**src/rtl/tpu_ctrl_pkg.sv**
```systemverilog
// Shared types for the PE array sequencer: FSM state enum, registered output flags
// and the skew/drain latency helper.
package tpu_ctrl_pkg;

    typedef enum logic [2:0] {
        IDLE,
        LOAD,
        STREAM,
        DRAIN,
        DONE
    } seq_state_e;

    typedef struct packed {
        logic busy;
        logic done;
        logic w_ready;
        logic x_ready;
    } seq_flags_t;

    // Input handshake to matching result row: skew through the rows plus drain across the columns.
    function automatic int unsigned seq_latency(input int unsigned rows, input int unsigned cols);
        return rows + cols - 1;
    endfunction

    function automatic seq_flags_t seq_flags(input seq_state_e s);
        seq_flags_t f;
        f.busy    = (s != IDLE);
        f.done    = (s == DONE);
        f.w_ready = (s == LOAD);
        f.x_ready = (s == STREAM);
        return f;
    endfunction

endpackage

```
**src/rtl/pe_array_sequencer_if.sv**
```systemverilog
// Host/DMA-facing control bus of the PE array sequencer.
// master = front end driving jobs and streams, slave = the sequencer.
interface pe_array_sequencer_if #(
    parameter int unsigned ROWS  = 4,
    parameter int unsigned CNT_W = 16
);
    logic             start;
    logic [CNT_W-1:0] num_vectors;
    logic             busy;
    logic             done;
    logic             w_valid;
    logic             w_ready;
    logic [ROWS-1:0]  store_weight;
    logic             x_valid;
    logic             x_ready;
    logic             lane_valid;
    logic             res_valid;
    logic [CNT_W-1:0] stall_cycles;

    modport master (
        output start, num_vectors, w_valid, x_valid,
        input  busy, done, w_ready, store_weight, x_ready, lane_valid, res_valid, stall_cycles
    );

    modport slave (
        input  start, num_vectors, w_valid, x_valid,
        output busy, done, w_ready, store_weight, x_ready, lane_valid, res_valid, stall_cycles
    );
endinterface

```
**src/rtl/pe_valid_pipe.sv**
```systemverilog
// Single-bit DEPTH-stage shift register with async active-low reset;
// delays lane_valid to line up with results leaving the array.
module pe_valid_pipe #(
    parameter int unsigned DEPTH = 1
) (
    input  logic clk,
    input  logic rst_n,
    input  logic d_i,
    output logic q_o
);

    logic [DEPTH-1:0] pipe_q;
    logic [DEPTH-1:0] pipe_d;

    always_comb begin
        pipe_d    = '0;
        pipe_d[0] = d_i;
        for (int unsigned i = 1; i < DEPTH; i++) begin
            pipe_d[i] = pipe_q[i-1];
        end
    end

    always_ff @(posedge clk or negedge rst_n) begin
        if (!rst_n) begin
            pipe_q <= '0;
        end else begin
            pipe_q <= pipe_d;
        end
    end

    assign q_o = pipe_q[DEPTH-1];

endmodule

```
**src/rtl/pe_array_sequencer.sv**
```systemverilog
// Weight-stationary PE array job sequencer: weight load, vector stream, drain, done.
// Optional stall counter built when SEQ_PERF_COUNTERS_EN is defined.
module pe_array_sequencer
    import tpu_ctrl_pkg::*;
#(
    parameter int unsigned ROWS  = 4,
    parameter int unsigned COLS  = 4,
    parameter int unsigned CNT_W = 16
) (
    input  logic               clk,
    input  logic               rst_n,
    pe_array_sequencer_if.slave bus
);

    localparam int unsigned LAT    = seq_latency(ROWS, COLS);
    localparam int unsigned RIDX_W = (ROWS > 1) ? $clog2(ROWS) : 1;
    localparam int unsigned DR_W   = $clog2(LAT + 1);

    localparam logic [RIDX_W-1:0] LAST_ROW   = RIDX_W'(ROWS - 1);
    localparam logic [DR_W-1:0]   DRAIN_LAST = DR_W'(LAT - 1);

    seq_state_e        state_q,   state_d;
    seq_flags_t        flags_q;
    logic [RIDX_W-1:0] row_idx_q, row_idx_d;
    logic [CNT_W-1:0]  vec_cnt_q, vec_cnt_d;
    logic [CNT_W-1:0]  num_vec_q, num_vec_d;
    logic [DR_W-1:0]   drain_q,   drain_d;
    logic [ROWS-1:0]   store_weight;
    logic              lane_valid;
    logic              res_valid;

    always_comb begin
        state_d   = state_q;
        row_idx_d = row_idx_q;
        vec_cnt_d = vec_cnt_q;
        num_vec_d = num_vec_q;
        drain_d   = drain_q;
        case (state_q)
            IDLE: begin
                if (bus.start) begin
                    num_vec_d = bus.num_vectors;
                    row_idx_d = '0;
                    vec_cnt_d = '0;
                    drain_d   = '0;
                    state_d   = LOAD;
                end
            end
            LOAD: begin
                if (bus.w_valid) begin
                    row_idx_d = row_idx_q + RIDX_W'(1);
                    if (row_idx_q == LAST_ROW) begin
                        state_d = (num_vec_q == '0) ? DONE : STREAM;
                    end
                end
            end
            STREAM: begin
                if (bus.x_valid) begin
                    vec_cnt_d = vec_cnt_q + CNT_W'(1);
                    if (vec_cnt_q == num_vec_q - CNT_W'(1)) begin
                        state_d = DRAIN;
                        drain_d = '0;
                    end
                end
            end
            DRAIN: begin
                drain_d = drain_q + DR_W'(1);
                if (drain_q == DRAIN_LAST) begin
                    state_d = DONE;
                end
            end
            DONE:    state_d = IDLE;
            default: state_d = IDLE;
        endcase
    end

    // Status flags are registered from the next state so they change exactly with state_q.
    always_ff @(posedge clk or negedge rst_n) begin
        if (!rst_n) begin
            state_q   <= IDLE;
            flags_q   <= '0;
            row_idx_q <= '0;
            vec_cnt_q <= '0;
            num_vec_q <= '0;
            drain_q   <= '0;
        end else begin
            state_q   <= state_d;
            flags_q   <= seq_flags(state_d);
            row_idx_q <= row_idx_d;
            vec_cnt_q <= vec_cnt_d;
            num_vec_q <= num_vec_d;
            drain_q   <= drain_d;
        end
    end

    // Strobe is combinational so it coincides with the weight handshake.
    always_comb begin
        store_weight = '0;
        if (state_q == LOAD && bus.w_valid) begin
            for (int unsigned r = 0; r < ROWS; r++) begin
                if (row_idx_q == RIDX_W'(r)) begin
                    store_weight[r] = 1'b1;
                end
            end
        end
    end

    assign lane_valid = (state_q == STREAM) && bus.x_valid;

    pe_valid_pipe #(
        .DEPTH(LAT)
    ) u_res_pipe (
        .clk  (clk),
        .rst_n(rst_n),
        .d_i  (lane_valid),
        .q_o  (res_valid)
    );

`ifdef SEQ_PERF_COUNTERS_EN
    logic [CNT_W-1:0] stall_q, stall_d;

    always_comb begin
        stall_d = stall_q;
        if (state_q == IDLE && bus.start) begin
            stall_d = '0;
        end else if (state_q == STREAM && !bus.x_valid && stall_q != '1) begin
            stall_d = stall_q + CNT_W'(1);
        end
    end

    always_ff @(posedge clk or negedge rst_n) begin
        if (!rst_n) begin
            stall_q <= '0;
        end else begin
            stall_q <= stall_d;
        end
    end

    assign bus.stall_cycles = stall_q;
`else
    assign bus.stall_cycles = '0;
`endif

    assign bus.busy         = flags_q.busy;
    assign bus.done         = flags_q.done;
    assign bus.w_ready      = flags_q.w_ready;
    assign bus.x_ready      = flags_q.x_ready;
    assign bus.store_weight = store_weight;
    assign bus.lane_valid   = lane_valid;
    assign bus.res_valid    = res_valid;

    a_sw_onehot: assert property (@(posedge clk) disable iff (!rst_n)
        $onehot0(store_weight));
    a_sw_in_load: assert property (@(posedge clk) disable iff (!rst_n)
        (store_weight != '0) |-> (state_q == LOAD));
    a_ready_excl: assert property (@(posedge clk) disable iff (!rst_n)
        !(flags_q.w_ready && flags_q.x_ready));

endmodule

```
**src/flat_wrapper.sv**
```systemverilog
// flat-port wrapper written by rule: the top's interface ports become plain ports
module pe_array_sequencer_flat import tpu_ctrl_pkg::*;
#(
    parameter int unsigned ROWS  = 4,
    parameter int unsigned COLS  = 4,
    parameter int unsigned CNT_W = 16
)
  (clk, rst_n, bus_start, bus_num_vectors, bus_w_valid, bus_x_valid, bus_busy, bus_done, bus_w_ready, bus_store_weight, bus_x_ready, bus_lane_valid, bus_res_valid, bus_stall_cycles);
  pe_array_sequencer_if #(.ROWS(ROWS), .CNT_W(CNT_W)) bus_i ();
  input  logic clk;
  input  logic rst_n;
  input wire logic [$bits(bus_i.start)-1:0] bus_start;
  input wire logic [$bits(bus_i.num_vectors)-1:0] bus_num_vectors;
  input wire logic [$bits(bus_i.w_valid)-1:0] bus_w_valid;
  input wire logic [$bits(bus_i.x_valid)-1:0] bus_x_valid;
  output wire logic [$bits(bus_i.busy)-1:0] bus_busy;
  output wire logic [$bits(bus_i.done)-1:0] bus_done;
  output wire logic [$bits(bus_i.w_ready)-1:0] bus_w_ready;
  output wire logic [$bits(bus_i.store_weight)-1:0] bus_store_weight;
  output wire logic [$bits(bus_i.x_ready)-1:0] bus_x_ready;
  output wire logic [$bits(bus_i.lane_valid)-1:0] bus_lane_valid;
  output wire logic [$bits(bus_i.res_valid)-1:0] bus_res_valid;
  output wire logic [$bits(bus_i.stall_cycles)-1:0] bus_stall_cycles;
  assign bus_i.start = bus_start;
  assign bus_i.num_vectors = bus_num_vectors;
  assign bus_i.w_valid = bus_w_valid;
  assign bus_i.x_valid = bus_x_valid;
  assign bus_busy = bus_i.busy;
  assign bus_done = bus_i.done;
  assign bus_w_ready = bus_i.w_ready;
  assign bus_store_weight = bus_i.store_weight;
  assign bus_x_ready = bus_i.x_ready;
  assign bus_lane_valid = bus_i.lane_valid;
  assign bus_res_valid = bus_i.res_valid;
  assign bus_stall_cycles = bus_i.stall_cycles;
  pe_array_sequencer #(.ROWS(ROWS), .COLS(COLS), .CNT_W(CNT_W)) u_core (.clk(clk), .rst_n(rst_n), .bus(bus_i));
endmodule
```
**config.mk**
```make
export PLATFORM = sky130hd
export DESIGN_NAME = pe_array_sequencer_flat
export DESIGN_NICKNAME = d
export VERILOG_FILES = /design/src/rtl/tpu_ctrl_pkg.sv /design/src/rtl/pe_array_sequencer_if.sv /design/src/rtl/pe_valid_pipe.sv /design/src/rtl/pe_array_sequencer.sv /design/src/flat_wrapper.sv
export SDC_FILE = /design/constraint.sdc
export NUM_CORES = 1
export LEC_CHECK = 0
export ABC_AREA = 1
export CAP_MARGIN = 20
export CORE_ASPECT_RATIO = 0.6
export CORE_MARGIN = 2
export CORE_UTILIZATION = 30
export DETAILED_ROUTE_END_ITERATION = 8
export PLACE_DENSITY = 0.62
export SKIP_LAST_GASP = 1
export SLEW_MARGIN = 30
export SYNTH_ARGS = -nofsm -noshare
export SYNTH_HDL_FRONTEND = slang
export SYNTH_SLANG_ARGS = --single-unit
```
**constraint.sdc**
```tcl
create_clock -name clk -period 2.5 [get_ports clk]
set_input_delay 0.5 -clock clk [delete_from_list [all_inputs] [get_ports clk]]
set_output_delay 0.5 -clock clk [all_outputs]
set_load 0.01 [all_outputs]
```
# Word-level counts from Yosys, hierarchy flattened
# Cells that the tools add are included.
[totals]
register_bits = 51
latchBits = 0
ram_bits = 0
mem_bits_ro = 0
output_inout_bits = 26
elab_cells = 65
memories = 0
[op_classes]
addsub = 4
multipliers = 0
div_mod_pow = 0
magnitude_cmp = 0
n_eq_ne = 15
shift = 0
mux = 23
bitwise = 0
n_reduce_logical = 13
[op_table]
columns = ["cell", "n"]
rows = [
  ["$mux 16", 2],
  ["$pmux 16 s2", 1],
  ["$mux 3", 10],
  ["$add 16x1->16 const B", 1],
  ["$eq 16x16->1", 1],
  ["$logic_not 16->1", 1],
  ["$sub 16x1->16 const B", 1],
  ["$pmux 3 s4", 1],
  ["$eq 3x2->1 const B", 3],
  ["$pmux 3 s3", 1],
  ["$eq 3x1->1 const B", 2],
  ["$eq 3x3->1 const B", 2],
  ["$ne 2x2->1 const B", 3],
  ["$reduce_and 3->1", 2],
  ["$reduce_bool 3->1", 2],
  ["$eq 2x2->1 const B", 2],
  ["$mux 1", 4],
  ["$mux 2", 2],
  ["$mux 4", 1],
  ["$pmux 2 s2", 1],
  ["$reduce_and 4->1", 1],
  ["$reduce_bool 2->1", 2],
  ["$add 3x1->3 const B", 1],
  ["$logic_not 3->1", 1],
  ["6 further kinds", 7],
]

# Depth between registers and ports, before layout
[logic_depth]
word_depth = 6
ltp_mapped = 16

# Modules after synthesis
# From an unflattened synthesis, not the netlist that was laid out.
[unflattened]
hier_cells = 436
area_unflattened_um2 = 3279.4
[by_module_without_submodules]
columns = ["mod", "n_inst", "cells_each", "area_per_inst_um2"]
rows = [
  ["pe_array_sequencer", 1, 429, 3104.2],
  ["pe_valid_pipe", 1, 7, 175.2],
]

# Worst setup path before layout
# OpenSTA, ideal clock, no wires.
[synth_timing]
path_kind = "flip-flop to flip-flop"
startpoint = "register u_core.num_vec_q[0]"
endpoint = "register u_core.drain_q[0]"
setup_time_ns = 0.118
arrival_ns = 1.616
path_slack_ns = 0.766
stages_incl_launch_ff = 16
n_path_buf = 0
period_less_slack_ns = 1.734
cell_sequence = "dfrtp_1 > inv_1 > ha_1 > nand2_2 > nor2_8 > nand2_4 > nand2_1 > nand2_1 > nand2_1 > nand2_1 > nor2_1 > nand2_1 > nor2_2 > nand2_1 > nand3_1 > nand2_1"
[synth_between]
elab_chain_len = 4
[synth_lines]
columns = ["element", "line", "source"]
rows = [
  ["start, declared", "pe_array_sequencer.sv:26", "logic [CNT_W-1:0] num_vec_q, num_vec_d;"],
  ["start signal, assigned", "pe_array_sequencer.sv:90", "num_vec_q <= num_vec_d;"],
  ["$sub 16x1->16", "pe_array_sequencer.sv:59", "if (vec_cnt_q == num_vec_q - CNT_W'(1)) begin"],
  ["$eq 16x16->1", "pe_array_sequencer.sv:59", ""],
  ["$ne 2x1->1 (no source line)", "n/a", ""],
  ["$reduce_and 4->1 (no source line)", "n/a", ""],
  ["end signal, assigned", "pe_array_sequencer.sv:91", "drain_q <= drain_d;"],
  ["end, declared", "pe_array_sequencer.sv:27", "logic [DR_W-1:0] drain_q, drain_d;"],
]
# No other way between the ends.
# A chain may end at the register's enable or synchronous reset.

# Worst setup path in the final report
[layout_timing]
startpoint = "input port bus_w_valid"
endpoint = "output port bus_store_weight[2]"
[layout_between]
elab_chain_len = 2
[layout_lines]
columns = ["element", "line", "source"]
rows = [
  ["start, declared", "flat_wrapper.sv:14", "input wire logic [$bits(bus_i.w_valid)-1:0] bus_w_valid;"],
  ["$logic_and 1x1->1", "pe_array_sequencer.sv:98", "if (state_q == LOAD && bus.w_valid) begin"],
  ["$mux 4", "pe_array_sequencer.sv:98", ""],
  ["end, declared", "flat_wrapper.sv:19", "output wire logic [$bits(bus_i.store_weight)-1:0] bus_store_weight;"],
]
# No other way between the ends.

==> impl_metrics.py <==
metrics = {
    "placement": {
        "placed_area_sq_mm": 0.00349,
        "dp_hpwl_um": 5640,
        "finalWeightedCongestion": 0.878,
        "placed_cells": 585,
        "io_buffer_count": 30,
    },
    "route": {
        "detail_route.wl_per_cell_um": 12.6,
        "dr.first_iter.drc_count": 259,
        "num_vias": 2638,
        "detail_route.first_pass.iterations": 4,
        "remaining_drc_errors": 0,
        "overall_routed_net_length_um": 7480,
        "via_density_per_instance": 4.45,
        "drtAntennaViolNets": 0,
    },
    "die": {
        "die_height_um": 82.3,
        "floorplan.die_area_sq_mm": 0.0111,
        "coreArea_sq_mm": 0.00991,
        "die_x_um": 135,
        "start_util_pct": 30.9,
        "fp-row-count": 28,
        "ios": 47,
    },
    "worst_setup_path": {
        "path_depth": 6,
        "crit_path_required_time_ns": 2.00,
        "crit-reg2reg-launch": "u_core.num_vec_q[0]",
        "critical_path_class": "in -> out",
        "endpoint": "bus_store_weight[2]",
        "worstSetupStartpointType": "input pin",
        "worst-path-max-fanout": 5,
        "worstPathCellList": "clkdlybuf4s50_1 -> inv_1 -> nor2_1 -> inv_1 -> nor2_1 -> clkdlybuf4s50_1",
        "critical-path-max-stage-delay_ns": 0.55,
        "largest_delay_contributor_family_on_the_critical_path": "buffers and inverters",
        "r2r_end": "u_core.drain_q[1]",
        "cp_num_buf_inv": 4,
        "reg2reg_slack_ns": 0.37,
        "critical_path.startpoint": "bus_w_valid",
        "nature_of_the_critical_path_endpoint": "primary output",
        "worst-endpoint-arrival_ns": 1.87,
        "critical-path-slowest-cell": "clkdlybuf4s50_1",
        "worst-r2r-cell-count": 15,
    },
    "timing": {
        "clock_skew_ns": 0.00920,
        "final_min_period_over_clock_period_pct": 95.0,
        "setup_viol": 0,
        "max_clock_freq_mhz": 421,
        "hold_viol": 0,
        "timing.final.crit_period_ns": 2.37,
        "rsz0062_at_grt": "false",
        "holdWs_ns": 0.157,
        "maxSlewViolCount": 0,
        "timing.setup.tns_ns": 0,
    },
    "pwr": {
        "total_leakage_power_nw": 1.90,
        "fin_total_pwr_w": 0.00346,
        "peakVddDrop_mv": 0.347,
        "power.density_cell_area_mw_per_mm2": 947,
    },
    "global_routing": {
        "antenna_violations_before_repair": 0,
        "groute.usage.overall_pct": 14.5,
        "global_route.overflow_total": 0,
        "grt_pass1_vias": 2482,
        "grt_start_max_net_pins": 20,
        "global_route_wire_length_before_repair_um": 12400,
    },
    "clocking": {
        "clock_sink_count": 51,
        "h-tree-depth": 2,
        "cts.path.max_buffers": 2,
        "clock_transition_at_the_register_clock_pins_on_the_worst_setup_and_hold_paths_after_cts_ns": 0.07,
        "root_buffer": "clkbuf_16",
        "tritoncts": "built",
        "postCtsSetupBuffers": 0,
        "tritoncts.num_buffers": 5,
        "skew_pair_late_insertion_delay_ns": 0.30,
    },
    "yosys": {
        "synth_area_leader_cell": "dfrtp_1",
        "synth.top_cell.area_share_pct": 41.6,
        "synth_compound_gate_area_share_pct": 7.91,
        "combinational_family_with_the_most_area_after_synthesis": "simple AND/OR/NAND/NOR gates",
        "synthesis.instances": 421,
        "synthesis.area_per_instance_sq_um": 7.29,
        "synthDistinctLibCells": 35,
        "xor_xnor_fraction_of_synth_area_pct": 2.85,
        "synth_seq_cells": 51,
        "syn_area_sq_mm": 0.00307,
        "synth.area.top_cells": "dfrtp_1, nand2_1, inv_1, nor2_1, nand3_1",
        "synth.mux.area_fraction_pct": 0.326,
        "post_synth_and_or_nand_nor_area_fraction_pct": 32.0,
        "proportion_of_synthesized_chip_area_in_sequential_cells_pct": 41.6,
        "synth-adder-area-share_pct": 3.26,
        "yosysWarnings": 0,
    },
    "layout": {
        "nets": 486,
        "layout.cell_area.non_filler_sq_mm": 0.00365,
        "diodes": 0,
        "proportion_of_layout_cells_with_a_drive_suffix_above_1_pct": 7.42,
        "num-fill-cells": 1030,
        "layout-area-overhead-vs-synth_pct": 19.0,
        "regArea_sq_mm": 0.00128,
        "finalNonFillerCells": 593,
        "multi_input_area_sq_mm": 0.00148,
    },
    "hold_path": {
        "hold_path_class": "in -> async",
    },
    "job": {
        "max_cap_violations": 0,
    },
    "outcome": {
        "outcome": "finished, final reports clean",
    },
}
[cell usage in the layout (no fill, tap or decap), types with 3 or more instances in the layout]
master           netlist  routed
nor2_1                42      42
nor3_1                 4       4
a21oi_1                8       8
conb_1                 1      16
buf_4                 16       8
nand3_1               29      29
dfrtp_1               51      50
ha_1                   8       8
dlymetal6s2s_1         0       3
nand2_1              128     128
nor2_2                 7       7
o21ai_0               24      24
nand4_1                5       5
clkdlybuf4s50_1        0      26
inv_1                 55      55
xnor2_1                4       4
clkbuf_16              0       5
xor2_1                 6       6
[flip-flops by register name, indices dropped and copies added, names as in the netlist]
signal and flops:
u_core.bus.w_ready 1, u_core.bus.done 1, u_core.row_idx_q 2, u_core.bus.x_ready 1, u_core.u_res_pipe.pipe_q 7, u_core.vec_cnt_q 16
u_core.drain_q 3, u_core.num_vec_q 16, u_core.bus.busy 1, u_core.state_q 3
[cells by family after synthesis]
| group | after synthesis |
|---|---|
| and+or+nand+nor | 227 |
| buffers and inverters | 80 |
| DFF | 51 |
| AOI/OAI and AO/OA | 43 |
| xor gates and xnor gates | 10 |
| adders and majority gates | 8 |
| other | 1 |
| muxes | 1 |
[cell usage after synthesis]
cell type and number:
nor2_2 7, o21ai_0 24, nor4_1 1, nand2_2 2
nand3_1 29, buf_2 4, nand2_1 128, a22o_1 1
ha_1 8, o21ai_1 1, nand3b_1 2, nand2_4 1
nor2_1 42, nor2_4 1, inv_1 55, dfrtp_1 51
nand4_1 5, or2_2 1, a31o_2 2, o21a_1 2
xor2_1 6, inv_2 1, o31ai_1 2, xnor2_1 4
nor2_8 1, and2_1 1, nor3b_1 2, conb_1 1
o22ai_1 1, clkbuf_1 4, a21oi_1 8, mux2i_1 1
buf_4 16, a22oi_1 2, nor3_1 4
[area by class of cell]
| class | count | share of cell area, % |
|---|---|---|
| inverters | 56 | 5.76 |
| flip-flops and latches | 51 | 35.0 |
| well taps | 135 | 4.62 |
| multi-input cells | 305 | 40.6 |
| clock buffers | 5 | 3.43 |
| repair buffers | 38 | 9.93 |
| clock inverters | 3 | 0.685 |
[power breakdown]
| group | leakage (nW) | switching [W] | total, W | internal, W |
|---|---|---|---|---|
| Clock | 0.0700 | 0.000329 | 0.000704 | 0.000375 |
| Combinational | 1.16 | 0.000910 | 0.00146 | 0.000554 |
| Sequential | 0.669 | 0.000244 | 0.00129 | 0.00105 |
[layer usage]
layer / GRT usage, % / share of wire, %
met1: 21.9 / 54
met2: 20.6 / 40
met3: 3.85 / 5.6
met4: 3.26 / 0.41
met5: 0 / 0
[what timing repair did]
item	CTS	global route
gates resized for setup	0	4
hold buffers	0	0
setup endpoints to repair	0	4
[worst register-to-register path: cells and delay by family, from the launching register on]
family	cells	cell delay [ns]
AND/OR/NAND/NOR	13	1.27
flip-flops	1	0.37
adder cells (fa/ha/maj)	1	0.29
buffers and inverters	1	0.11
[per-stage QoR]
step	util [%]	setup slack (ns)
detailed placement	35.2	0.0875
floorplan	-	0.766
global placement	35.2	0.112
finish	36.8	0.126
CTS	36.7	0.0757
global route	36.8	0.00379
[worst min-delay path by stage]
stage	to	cells after the start	slack [ns]
after global placement	u_core.u_res_pipe.pipe_q[4]	0	0.33
after CTS	u_core.vec_cnt_q[11]	1	0.17
final	u_core.num_vec_q[6]	1	0.16
after detailed placement	u_core.u_res_pipe.pipe_q[4]	0	0.33
after floorplan	u_core.bus.busy	0	0.20
after global routing	u_core.row_idx_q[1]	1	0.17
No activity file was read; power rests on OpenSTA's default activity.
